[src/rtl/mem_io_pkg.sv]
// Shared types and default address map for the CPU memory/IO bridge:
// FSM state encoding, request decode classes and IO address constants.
package mem_io_pkg;

  typedef enum logic [1:0] {
    IDLE     = 2'd0,
    MEM_WAIT = 2'd1,
    RESP     = 2'd2
  } state_e;

  // Where an accepted request is steered; DC_BAD covers unmapped IO and
  // accesses in the wrong direction (store to input, load from output).
  typedef enum logic [1:0] {
    DC_MEM = 2'd0,
    DC_OUT = 2'd1,
    DC_IN  = 2'd2,
    DC_BAD = 2'd3
  } dec_cls_e;

  localparam logic [31:0] IO_BASE_DEF   = 32'hFFFF_FC00;
  localparam logic [31:0] IN_OFS_DEF    = 32'h0000_0200;
  localparam logic [31:0] CH_STRIDE_DEF = 32'h0000_0010;

endpackage

[src/rtl/mem_io_bridge_if.sv]
// CPU request/response handshake plus data-memory port of the bridge.
// slave = bridge view, master = CPU/memory environment view.
interface mem_io_bridge_if #(
  parameter int DATA_W = 32
);
  logic              req_valid;
  logic              req_write;
  logic [DATA_W-1:0] req_addr;
  logic [DATA_W-1:0] req_wdata;
  logic              busy;
  logic              rsp_valid;
  logic [DATA_W-1:0] rsp_rdata;
  logic              rsp_err;
  logic              dmem_en;
  logic              dmem_we;
  logic [DATA_W-1:0] dmem_addr;
  logic [DATA_W-1:0] dmem_wdata;
  logic [DATA_W-1:0] dmem_rdata;

  modport slave (
    input  req_valid, req_write, req_addr, req_wdata, dmem_rdata,
    output busy, rsp_valid, rsp_rdata, rsp_err,
           dmem_en, dmem_we, dmem_addr, dmem_wdata
  );

  modport master (
    output req_valid, req_write, req_addr, req_wdata, dmem_rdata,
    input  busy, rsp_valid, rsp_rdata, rsp_err,
           dmem_en, dmem_we, dmem_addr, dmem_wdata
  );
endinterface

[src/rtl/io_sync2.sv]
// Two-flop synchroniser for one asynchronous input channel (reset to 0).
module io_sync2 #(
  parameter int W = 1
) (
  input  logic         clock,
  input  logic         reset_n,
  input  logic [W-1:0] d,
  output logic [W-1:0] q
);
  logic [W-1:0] meta_q;

  always_ff @(posedge clock or negedge reset_n) begin
    if (!reset_n) begin
      meta_q <= '0;
      q      <= '0;
    end else begin
      meta_q <= d;
      q      <= meta_q;
    end
  end
endmodule

[src/rtl/mem_io_bridge.sv]
// Steers CPU loads/stores to data memory or memory-mapped IO channels.
// Define MEMIO_RDBACK_EN to let loads read back the output channel registers.
module mem_io_bridge import mem_io_pkg::*; #(
  parameter int                DATA_W     = 32,
  parameter int                IO_W       = 24,
  parameter int                NUM_OUT_CH = 2,
  parameter int                NUM_IN_CH  = 2,
  parameter logic [DATA_W-1:0] IO_BASE    = DATA_W'(IO_BASE_DEF),
  parameter logic [DATA_W-1:0] IN_OFS     = DATA_W'(IN_OFS_DEF),
  parameter logic [DATA_W-1:0] CH_STRIDE  = DATA_W'(CH_STRIDE_DEF),
  parameter int                MEM_RD_LAT = 1
) (
  input  logic                       clock,
  input  logic                       reset_n,
  mem_io_bridge_if.slave             bus,
  output logic [NUM_OUT_CH*IO_W-1:0] io_out,
  output logic [NUM_OUT_CH-1:0]      io_out_stb,
  input  logic [NUM_IN_CH*IO_W-1:0]  io_in
);

  localparam int CNT_W = (MEM_RD_LAT > 1) ? $clog2(MEM_RD_LAT) : 1;

`ifdef MEMIO_RDBACK_EN
  localparam bit RDBACK = 1'b1;
`else
  localparam bit RDBACK = 1'b0;
`endif

  state_e                     state, state_n;
  dec_cls_e                   cls;
  logic                       is_io;
  logic [DATA_W-1:0]          io_off;
  logic [DATA_W-1:0]          in_off;
  logic [NUM_OUT_CH-1:0]      out_hit;
  logic [NUM_IN_CH-1:0]       in_hit;
  logic [IO_W-1:0]            out_rb;
  logic [IO_W-1:0]            in_rd;
  logic [NUM_IN_CH*IO_W-1:0]  io_in_sync;
  logic                       accept;
  logic                       dmem_en;
  logic                       dmem_we;
  logic [CNT_W-1:0]           cnt;
  logic                       cnt_last;
  logic [DATA_W-1:0]          rdata_q;
  logic                       err_q;
  logic [NUM_OUT_CH*IO_W-1:0] io_out_q;
  logic [NUM_OUT_CH-1:0]      stb_q;

  for (genvar g = 0; g < NUM_IN_CH; g++) begin : g_sync
    io_sync2 #(.W(IO_W)) u_sync (
      .clock   (clock),
      .reset_n (reset_n),
      .d       (io_in[g*IO_W +: IO_W]),
      .q       (io_in_sync[g*IO_W +: IO_W])
    );
  end

  // Address decode works on offsets from IO_BASE so channel windows are
  // simple [k*stride, (k+1)*stride) ranges; output windows win any overlap.
  always_comb begin
    is_io   = (bus.req_addr >= IO_BASE);
    io_off  = bus.req_addr - IO_BASE;
    in_off  = io_off - IN_OFS;
    out_hit = '0;
    in_hit  = '0;
    out_rb  = '0;
    in_rd   = '0;
    for (int k = 0; k < NUM_OUT_CH; k++) begin
      if (is_io && io_off >= DATA_W'(k) * CH_STRIDE &&
          io_off < DATA_W'(k + 1) * CH_STRIDE) begin
        out_hit[k] = 1'b1;
        out_rb     = out_rb | io_out_q[k*IO_W +: IO_W];
      end
    end
    for (int k = 0; k < NUM_IN_CH; k++) begin
      if (is_io && out_hit == '0 && io_off >= IN_OFS &&
          in_off >= DATA_W'(k) * CH_STRIDE &&
          in_off < DATA_W'(k + 1) * CH_STRIDE) begin
        in_hit[k] = 1'b1;
        in_rd     = in_rd | io_in_sync[k*IO_W +: IO_W];
      end
    end
    cls = DC_BAD;
    if (!is_io) begin
      cls = DC_MEM;
    end else if (|out_hit) begin
      cls = (bus.req_write || RDBACK) ? DC_OUT : DC_BAD;
    end else if (|in_hit) begin
      cls = bus.req_write ? DC_BAD : DC_IN;
    end
  end

  assign accept   = (state == IDLE) && bus.req_valid;
  assign cnt_last = (cnt == CNT_W'(MEM_RD_LAT - 1));

  always_ff @(posedge clock or negedge reset_n) begin
    if (!reset_n) begin
      state <= IDLE;
    end else begin
      state <= state_n;
    end
  end

  always_comb begin
    state_n = state;
    dmem_en = 1'b0;
    dmem_we = 1'b0;
    case (state)
      IDLE: begin
        if (accept) begin
          if (cls == DC_MEM) begin
            dmem_en = 1'b1;
            dmem_we = bus.req_write;
            state_n = bus.req_write ? RESP : MEM_WAIT;
          end else begin
            state_n = RESP;
          end
        end
      end
      MEM_WAIT: begin
        if (cnt_last) begin
          state_n = RESP;
        end
      end
      RESP:    state_n = IDLE;
      default: state_n = IDLE;
    endcase
  end

  // Response data, IO side effects and the read-latency counter.
  always_ff @(posedge clock or negedge reset_n) begin
    if (!reset_n) begin
      cnt      <= '0;
      rdata_q  <= '0;
      err_q    <= 1'b0;
      io_out_q <= '0;
      stb_q    <= '0;
    end else begin
      stb_q <= '0;
      cnt   <= (state == MEM_WAIT) ? cnt + 1'b1 : '0;
      if (accept) begin
        err_q   <= (cls == DC_BAD);
        rdata_q <= '0;
        case (cls)
          DC_OUT: begin
            if (bus.req_write) begin
              for (int k = 0; k < NUM_OUT_CH; k++) begin
                if (out_hit[k]) begin
                  io_out_q[k*IO_W +: IO_W] <= bus.req_wdata[IO_W-1:0];
                end
              end
              stb_q <= out_hit;
            end else begin
              rdata_q <= DATA_W'(out_rb);
            end
          end
          DC_IN:   rdata_q <= DATA_W'(in_rd);
          default: ;
        endcase
      end
      if (state == MEM_WAIT && cnt_last) begin
        rdata_q <= bus.dmem_rdata;
      end
    end
  end

  assign bus.busy       = (state != IDLE);
  assign bus.rsp_valid  = (state == RESP);
  assign bus.rsp_err    = (state == RESP) && err_q;
  assign bus.rsp_rdata  = rdata_q;
  assign bus.dmem_en    = dmem_en;
  assign bus.dmem_we    = dmem_we;
  assign bus.dmem_addr  = dmem_en ? bus.req_addr : '0;
  assign bus.dmem_wdata = dmem_we ? bus.req_wdata : '0;
  assign io_out         = io_out_q;
  assign io_out_stb     = stb_q;

endmodule

[src/flat_wrapper.sv]
// flat-port wrapper written by rule: the top's interface ports become plain ports
module mem_io_bridge_flat import mem_io_pkg::*;
#(
  parameter int                DATA_W     = 32,
  parameter int                IO_W       = 24,
  parameter int                NUM_OUT_CH = 2,
  parameter int                NUM_IN_CH  = 2,
  parameter logic [DATA_W-1:0] IO_BASE    = DATA_W'(IO_BASE_DEF),
  parameter logic [DATA_W-1:0] IN_OFS     = DATA_W'(IN_OFS_DEF),
  parameter logic [DATA_W-1:0] CH_STRIDE  = DATA_W'(CH_STRIDE_DEF),
  parameter int                MEM_RD_LAT = 1
)
  (clock, reset_n, io_out, io_out_stb, io_in, bus_req_valid, bus_req_write, bus_req_addr, bus_req_wdata, bus_dmem_rdata, bus_busy, bus_rsp_valid, bus_rsp_rdata, bus_rsp_err, bus_dmem_en, bus_dmem_we, bus_dmem_addr, bus_dmem_wdata);
  mem_io_bridge_if #(.DATA_W(DATA_W)) bus_i ();
  input  logic clock;
  input  logic reset_n;
  output logic [NUM_OUT_CH*IO_W-1:0] io_out;
  output logic [NUM_OUT_CH-1:0] io_out_stb;
  input  logic [NUM_IN_CH*IO_W-1:0] io_in;
  input wire logic [$bits(bus_i.req_valid)-1:0] bus_req_valid;
  input wire logic [$bits(bus_i.req_write)-1:0] bus_req_write;
  input wire logic [$bits(bus_i.req_addr)-1:0] bus_req_addr;
  input wire logic [$bits(bus_i.req_wdata)-1:0] bus_req_wdata;
  input wire logic [$bits(bus_i.dmem_rdata)-1:0] bus_dmem_rdata;
  output wire logic [$bits(bus_i.busy)-1:0] bus_busy;
  output wire logic [$bits(bus_i.rsp_valid)-1:0] bus_rsp_valid;
  output wire logic [$bits(bus_i.rsp_rdata)-1:0] bus_rsp_rdata;
  output wire logic [$bits(bus_i.rsp_err)-1:0] bus_rsp_err;
  output wire logic [$bits(bus_i.dmem_en)-1:0] bus_dmem_en;
  output wire logic [$bits(bus_i.dmem_we)-1:0] bus_dmem_we;
  output wire logic [$bits(bus_i.dmem_addr)-1:0] bus_dmem_addr;
  output wire logic [$bits(bus_i.dmem_wdata)-1:0] bus_dmem_wdata;
  assign bus_i.req_valid = bus_req_valid;
  assign bus_i.req_write = bus_req_write;
  assign bus_i.req_addr = bus_req_addr;
  assign bus_i.req_wdata = bus_req_wdata;
  assign bus_i.dmem_rdata = bus_dmem_rdata;
  assign bus_busy = bus_i.busy;
  assign bus_rsp_valid = bus_i.rsp_valid;
  assign bus_rsp_rdata = bus_i.rsp_rdata;
  assign bus_rsp_err = bus_i.rsp_err;
  assign bus_dmem_en = bus_i.dmem_en;
  assign bus_dmem_we = bus_i.dmem_we;
  assign bus_dmem_addr = bus_i.dmem_addr;
  assign bus_dmem_wdata = bus_i.dmem_wdata;
  mem_io_bridge #(.DATA_W(DATA_W), .IO_W(IO_W), .NUM_OUT_CH(NUM_OUT_CH), .NUM_IN_CH(NUM_IN_CH), .IO_BASE(IO_BASE), .IN_OFS(IN_OFS), .CH_STRIDE(CH_STRIDE), .MEM_RD_LAT(MEM_RD_LAT)) u_core (.clock(clock), .reset_n(reset_n), .bus(bus_i), .io_out(io_out), .io_out_stb(io_out_stb), .io_in(io_in));
endmodule
[config.mk]
export PLATFORM = sky130hd
export DESIGN_NAME = mem_io_bridge_flat
export DESIGN_NICKNAME = d
export VERILOG_FILES = /design/src/rtl/mem_io_pkg.sv /design/src/rtl/mem_io_bridge_if.sv /design/src/rtl/io_sync2.sv /design/src/rtl/mem_io_bridge.sv /design/src/flat_wrapper.sv
export SDC_FILE = /design/constraint.sdc
export NUM_CORES = 1
export LEC_CHECK = 0
export CORE_UTILIZATION = 36
export CTS_CLUSTER_DIAMETER = 40
export CTS_CLUSTER_SIZE = 30
export DETAILED_ROUTE_END_ITERATION = 8
export GPL_TIMING_DRIVEN = 1
export PLACE_DENSITY = 0.64
export SKIP_LAST_GASP = 1
export SLEW_MARGIN = 30
export SYNTH_ARGS = -nofsm -noshare
export SYNTH_HDL_FRONTEND = slang
export SYNTH_SLANG_ARGS = --single-unit
[constraint.sdc]
create_clock -name clock -period 8.55 [get_ports clock]
set_input_delay 0.855 -clock clock [delete_from_list [all_inputs] [get_ports clock]]
set_output_delay 0.855 -clock clock [all_outputs]
set_load 0.005 [all_outputs]
After elaboration in Yosys (flattened, before gate mapping)
Index checks and enable logic that the tools add are counted.
- add/subtract/negate cells: 3
- $lt $le $gt $ge: 10
- equality and inequality tests: 7
- muxes and demuxes: 34
- bitwise gates (word level): 3
- reduce and logical (&&, ||, !) cells: 23
- operator list (cell ; count):
    32-bit 2-to-1 mux ; 4
    24-bit 2-to-1 mux ; 5
    32-bit by 1-bit greater-or-equal comparator with 1-bit output, second input constant ; 2
    32-bit by 5-bit greater-or-equal comparator with 1-bit output, second input constant ; 2
    32-bit by 5-bit less-than comparator with 1-bit output, second input constant ; 2
    32-bit by 6-bit less-than comparator with 1-bit output, second input constant ; 2
    32-bit case mux with 2 select lines ; 1
    24-bit bitwise OR ; 2
    32-bit by 10-bit greater-or-equal comparator with 1-bit output, second input constant ; 1
    32-bit greater-or-equal comparator, second input constant ; 1
    32-bit by 10-bit subtractor with 32-bit output, second input constant ; 1
    32-bit subtractor, second input constant ; 1
    2-bit 2-to-1 mux ; 11
    1-bit logical AND ; 13
    1-bit 2-to-1 mux ; 12
    4-bit AND reduction ; 2
    2-bit == test, second input constant ; 3
    2-bit logical NOT ; 3
    2-bit by 1-bit == test with 1-bit output, second input constant ; 2
    2-bit case mux with 2 select lines ; 1
    2-bit nonzero test ; 2
    2-bit OR reduction ; 2
    2-bit by 1-bit != test with 1-bit output, second input constant ; 1
    2-bit != test, second input constant ; 1
    3 further kinds ; 3
- bits in registers: 182
- input port bits: 148
- output and inout port bits: 151
- word-level logic and storage cells: 91

Longest topological paths before layout
- word-level depth: 20
- mapped depth: 15
- depth with buffers taken out: 14

Cells and area by module
From an unflattened synthesis, not the netlist that was laid out.
- cell total of the unflattened synthesis: 637
- area total of the unflattened synthesis: 7993.9 um^2
- by module, submodules not included (module ; instances ; cells each ; area each (um^2) ; seq. area each (um^2)):
    mem_io_bridge ; 1 ; 541 ; 5591.6 ; 2152.1
    io_sync2 ; 2 ; 48 ; 1201.2 ; 1201.2

Least setup slack after synthesis
No wires, ideal clock.
- path type: input-to-reg
- start point: in bus_req_addr[20]
- end point: reg u_core.io_out_q[16], in the netlist u_core.io_out[16]
- setup time: 125 ps
- arrival: 4137 ps
- data required time: 8425 ps
- slack: 4288 ps
- stages: 14
- buffers on the path: 2
- cell sequence: clkbuf_1 > nand4_1 > nor4_4 > nand4_1 > o21ai_2 > nand4_4 > o41ai_1 > ha_1 > inv_1 > nor4_1 > nand4_1 > nor4_4 > buf_6 > mux2_2
- word-level cells in the longest chain between the ends: 17
- elaborated cells on any way between the ends: 34
- classes of those cells: 2 x add/sub; 10 x order compare; 1 x eq/ne; 7 x mux; 14 x reduce/logical
- ends and longest elaborated chain (item ; RTL line ; source):
    start: declaration ; flat_wrapper.sv:22 ; input wire logic [$bits(bus_i.req_addr)-1:0] bus_req_addr;
    branches (longest 16 deep; another with 32-bit subtractor) ; n/a ;
    4-bit AND reduction (no source line) (*) ; n/a ;
    end signal: indexed assignment ; mem_io_bridge.sv:149 ; io_out_q[k*IO_W +: IO_W] <= bus.req_wdata[IO_W-1:0];
    end: declaration ; mem_io_bridge.sv:46 ; logic [NUM_OUT_CH*IO_W-1:0] io_out_q;
Mark *: on every way between the ends.
A chain may end at the register's enable or synchronous reset.

Worst setup path in the final report
- start point: in bus_req_addr[25]
- end point: out bus_dmem_addr[11]
- word-level cells in the longest chain between the ends: 20
- elaborated cells on any way between the ends: 37
- classes of those cells: 2 x add/sub; 10 x order compare; 11 x mux; 14 x reduce/logical
- ends and longest elaborated chain (item ; RTL line ; source):
    branches (longest 14 deep; another with 32-bit subtractor) ; n/a ;
    2-bit 2-to-1 mux (*) ; mem_io_bridge.sv:84 ; if (!is_io) begin
    2-bit logical NOT (*) ; mem_io_bridge.sv:111 ; if (cls == DC_MEM) begin
    1-bit 2-to-1 mux (*) ; mem_io_bridge.sv:111 ;
    1-bit 2-to-1 mux (*) ; mem_io_bridge.sv:110 ; if (accept) begin
    1-bit 2-to-1 mux (*) ; mem_io_bridge.sv:108 ; case (state)
    32-bit 2-to-1 mux (*) ; mem_io_bridge.sv:173 ; assign bus.dmem_addr = dmem_en ? bus.req_addr : '0;
    end: declaration ; flat_wrapper.sv:31 ; output wire logic [$bits(bus_i.dmem_addr)-1:0] bus_dmem_addr;
Marked as above.

==> flow_summary.toml <==
[synth]
synthArstFlopShare_pct = 100.0
syn_area_mm2 = 0.007697
syn-mean-instance-area_um2 = 13.41
synth_commonest_cells = "dfrtp_1 (182), mux2_2 (41), and3_1 (37)"
synth_flop_cell = "dfrtp_1"
yosys_warnings = 0
syn-num-nets = 730
ys_seq_area_share_pct = 59.17
yosysTopAreaCell = "dfrtp_1"
synth_top_area_share_pct = 59.17
syn_inst = 574
synth_edf_count = 0
synth_area_leaders = "dfrtp_1 (59%), mux2_2 (6.0%), mux2_4 (3.9%)"
yosysUniqueCellTypes = 54
yosys_register_bits = 182
synth.most_common_cell = "dfrtp_1"

[setup_path]
critPathMaxStageDelay_ps = 800
crit_path_start_kind = "input pin"
slowest_stage = "ha_1"
crit_arrival_ps = 5100
path_delay_family = "simple AND/OR/NAND/NOR gates"
critPathCaptureType = "primary output"
crit_buf_inv = 2
worstSetupPathType = "in2out"
crit_chain = "clkdlybuf4s50_1, nand4_1, nor4_4, nand4_1, o21ai_2, nand4_4, o41ai_1, ha_1, and3_1, clkdlybuf4s50_1"
crit_required_ps = 7700
path_max_fanout = 33

[clock_tree]
cts_resized = 0
cts_num_sinks = 182
clockBufferDepth = 2
holdBufCountCts = 0
cts_max_level = 4
cts_tree = "yes"
cts_buffers = 17
clk_latency_ps = 420
cts_root_buf = "clkbuf_16"
path_clk_slew_ps = 80
cts_setup_buffers = 0

[pwr]
vdd_ir_drop_max_mv = 0.1258
comb_power_share_pct = 16.4
leakagePower_nw = 5.059
clkPwrFrac_pct = 38.3
p_seq_share_pct = 45.3
power.density_mw_per_mm2 = 177.9
internal_power_mw = 1.531
p_switching_uw = 526.3
switching_share_pct = 25.58

[detailed_routing]
post_drt_wl_per_cell_um = 19.61
ant_nets = 0
viasPerCell = 4.965
num_vias = 5739
drtIter0Drc = 175
drc = 0
drt-total-wl_um = 22660
drt_pass1_iterations = 4

[timing]
tightest_slew_ps = 874.2
hold_viol = 0
holdWs_ps = 346.1
fin_tns_setup_ps = 0
setup_viol = 0
min_period_over_period_pct = 69.68
min_period_ps = 5958
finalMaxSlewViolations = 0
rsz0062_at_grt = "no"
fmax_ghz = 0.1679
max_slew_margin_pct = 41.72
skew_ps = 14.33

[placement]
portBuffers = 298
dpl.hpwl_um = 16120
place_congestion = 0.8606

[die]
initial_utilization_pct = 36.62
rows = 53
top_level_ports = 299
die_area_mm2 = 0.02197
die_w_um = 148.2
core_mm2 = 0.02102
dieHeight_um = 148.2

[layout]
finalNetCount = 1023
synthToLayoutAreaGrowth_pct = 50.23
drive_above_1_share_pct = 13.98
fillCellCount = 1776

[worst_hold_path]
hold_path.class = "reg2reg"

[grt]
grt_pass1_vias = 6212
grt_pass1_wl_um = 35370
grt-ovfl-total = 0
track_usage_pct = 21.32
grt_max_degree = 102
antenna_found_initial = 2

[flow_run]
maxCapViolCount = 0

[status]
outcome = "finished clean"
metal layers:
metal	share of wire (%)	global-route usage, %	vias up
met1	41	25.22	2817
met3	7.0	5.798	27
met5	0.049	0	-
li1	-	-	2679
met2	50	37.18	214
met4	2.0	7.423	2
power by group through the flow:
stage / logic [mW] / clock network, mW / registers, mW
6_report: 0.336 / 0.788 / 0.933
5_1_grt: 0.365 / 0.847 / 0.938
4_1_cts: 0.341 / 0.806 / 0.933
3_5_place_dp: 0.339 / 0 / 0.949
3_3_place_gp: 0.332 / 0 / 0.947
2_1_floorplan: 0.109 / 0 / 0.946
state kept, by name, summed over array words and instances (netlist names):
register                     cells
u_core.io_out                   48
u_core.g_sync.u_sync.q          48
u_core.cnt                       1
u_core.state                     2
u_core.bus.rsp_rdata            32
u_core.err_q                     1
u_core.io_out_stb                2
u_core.g_sync.u_sync.meta_q     48
area by class of cell:
cell class	instances	area, µm²	area share (%)
repair buffers	307	3073	26.57
clock inverters	15	181.4	1.569
inverters	6	22.52	0.1948
flip-flops and latches	182	4554	39.39
well taps	275	344.1	2.976
clock buffers	17	425.4	3.679
multi-input cells	353	2960	25.60
diodes	1	2.502	0.02164
stage by stage:
step	instances	cell area (µm²)	utilization (%)	worst slack [ps]	power (mW)
2_1_floorplan	574	7697	-	4288	1.055
3_3_place_gp	1122	10920	51.95	2872	1.278
3_5_place_dp	1123	10950	52.08	2607	1.288
4_1_cts	1155	11550	54.97	2584	2.081
5_1_grt	1156	11560	55.01	2193	2.150
6_report	1156	11560	55.01	2592	2.057
worst paths after layout:
check	slack, ps	cells after the start	end	from
max	2590	10	bus_dmem_addr[11]	bus_req_addr[25]
min	350	0	u_core.g_sync[1].u_sync.q[22]	u_core.g_sync[1].u_sync.meta_q[22]
max reg2reg	5330	9	u_core.io_out[26]	u_core.state[0]
min reg2reg	350	0	u_core.g_sync[1].u_sync.q[22]	u_core.g_sync[1].u_sync.meta_q[22]
max in group asynchronous	6810	2	u_core.bus.rsp_rdata[11]	reset_n
min in group asynchronous	520	1	u_core.g_sync[0].u_sync.meta_q[15]	reset_n
cell families after synthesis:
| logic type | count (synthesis) | synth area share, % |
|---|---|---|
| DFF | 182 | 59.17 |
| and+or+nand+nor | 142 | 12.66 |
| AOI/OAI and AO/OA | 99 | 8.713 |
| muxes | 98 | 14.91 |
| buffers and inverters | 39 | 2.568 |
| adders and majority gates | 8 | 1.300 |
| xor gates and xnor gates | 6 | 0.6827 |
cells in the final DEF, fill, tap and decap left out, types with 7 or more instances in the layout:
cell type / instances
mux2_1: 12
a22o_1: 32
mux2_4: 20
and3_1: 37
clkdlybuf4s50_1: 296
a21oi_1: 26
dfrtp_1: 182
o21ai_1: 22
nand4_1: 9
buf_4: 7
nor3_1: 7
and2_1: 35
mux2i_1: 25
clkbuf_16: 17
mux2_2: 41
nand2_1: 10
ha_1: 8
nor2_1: 7
(Power assumes the default switching activity.)
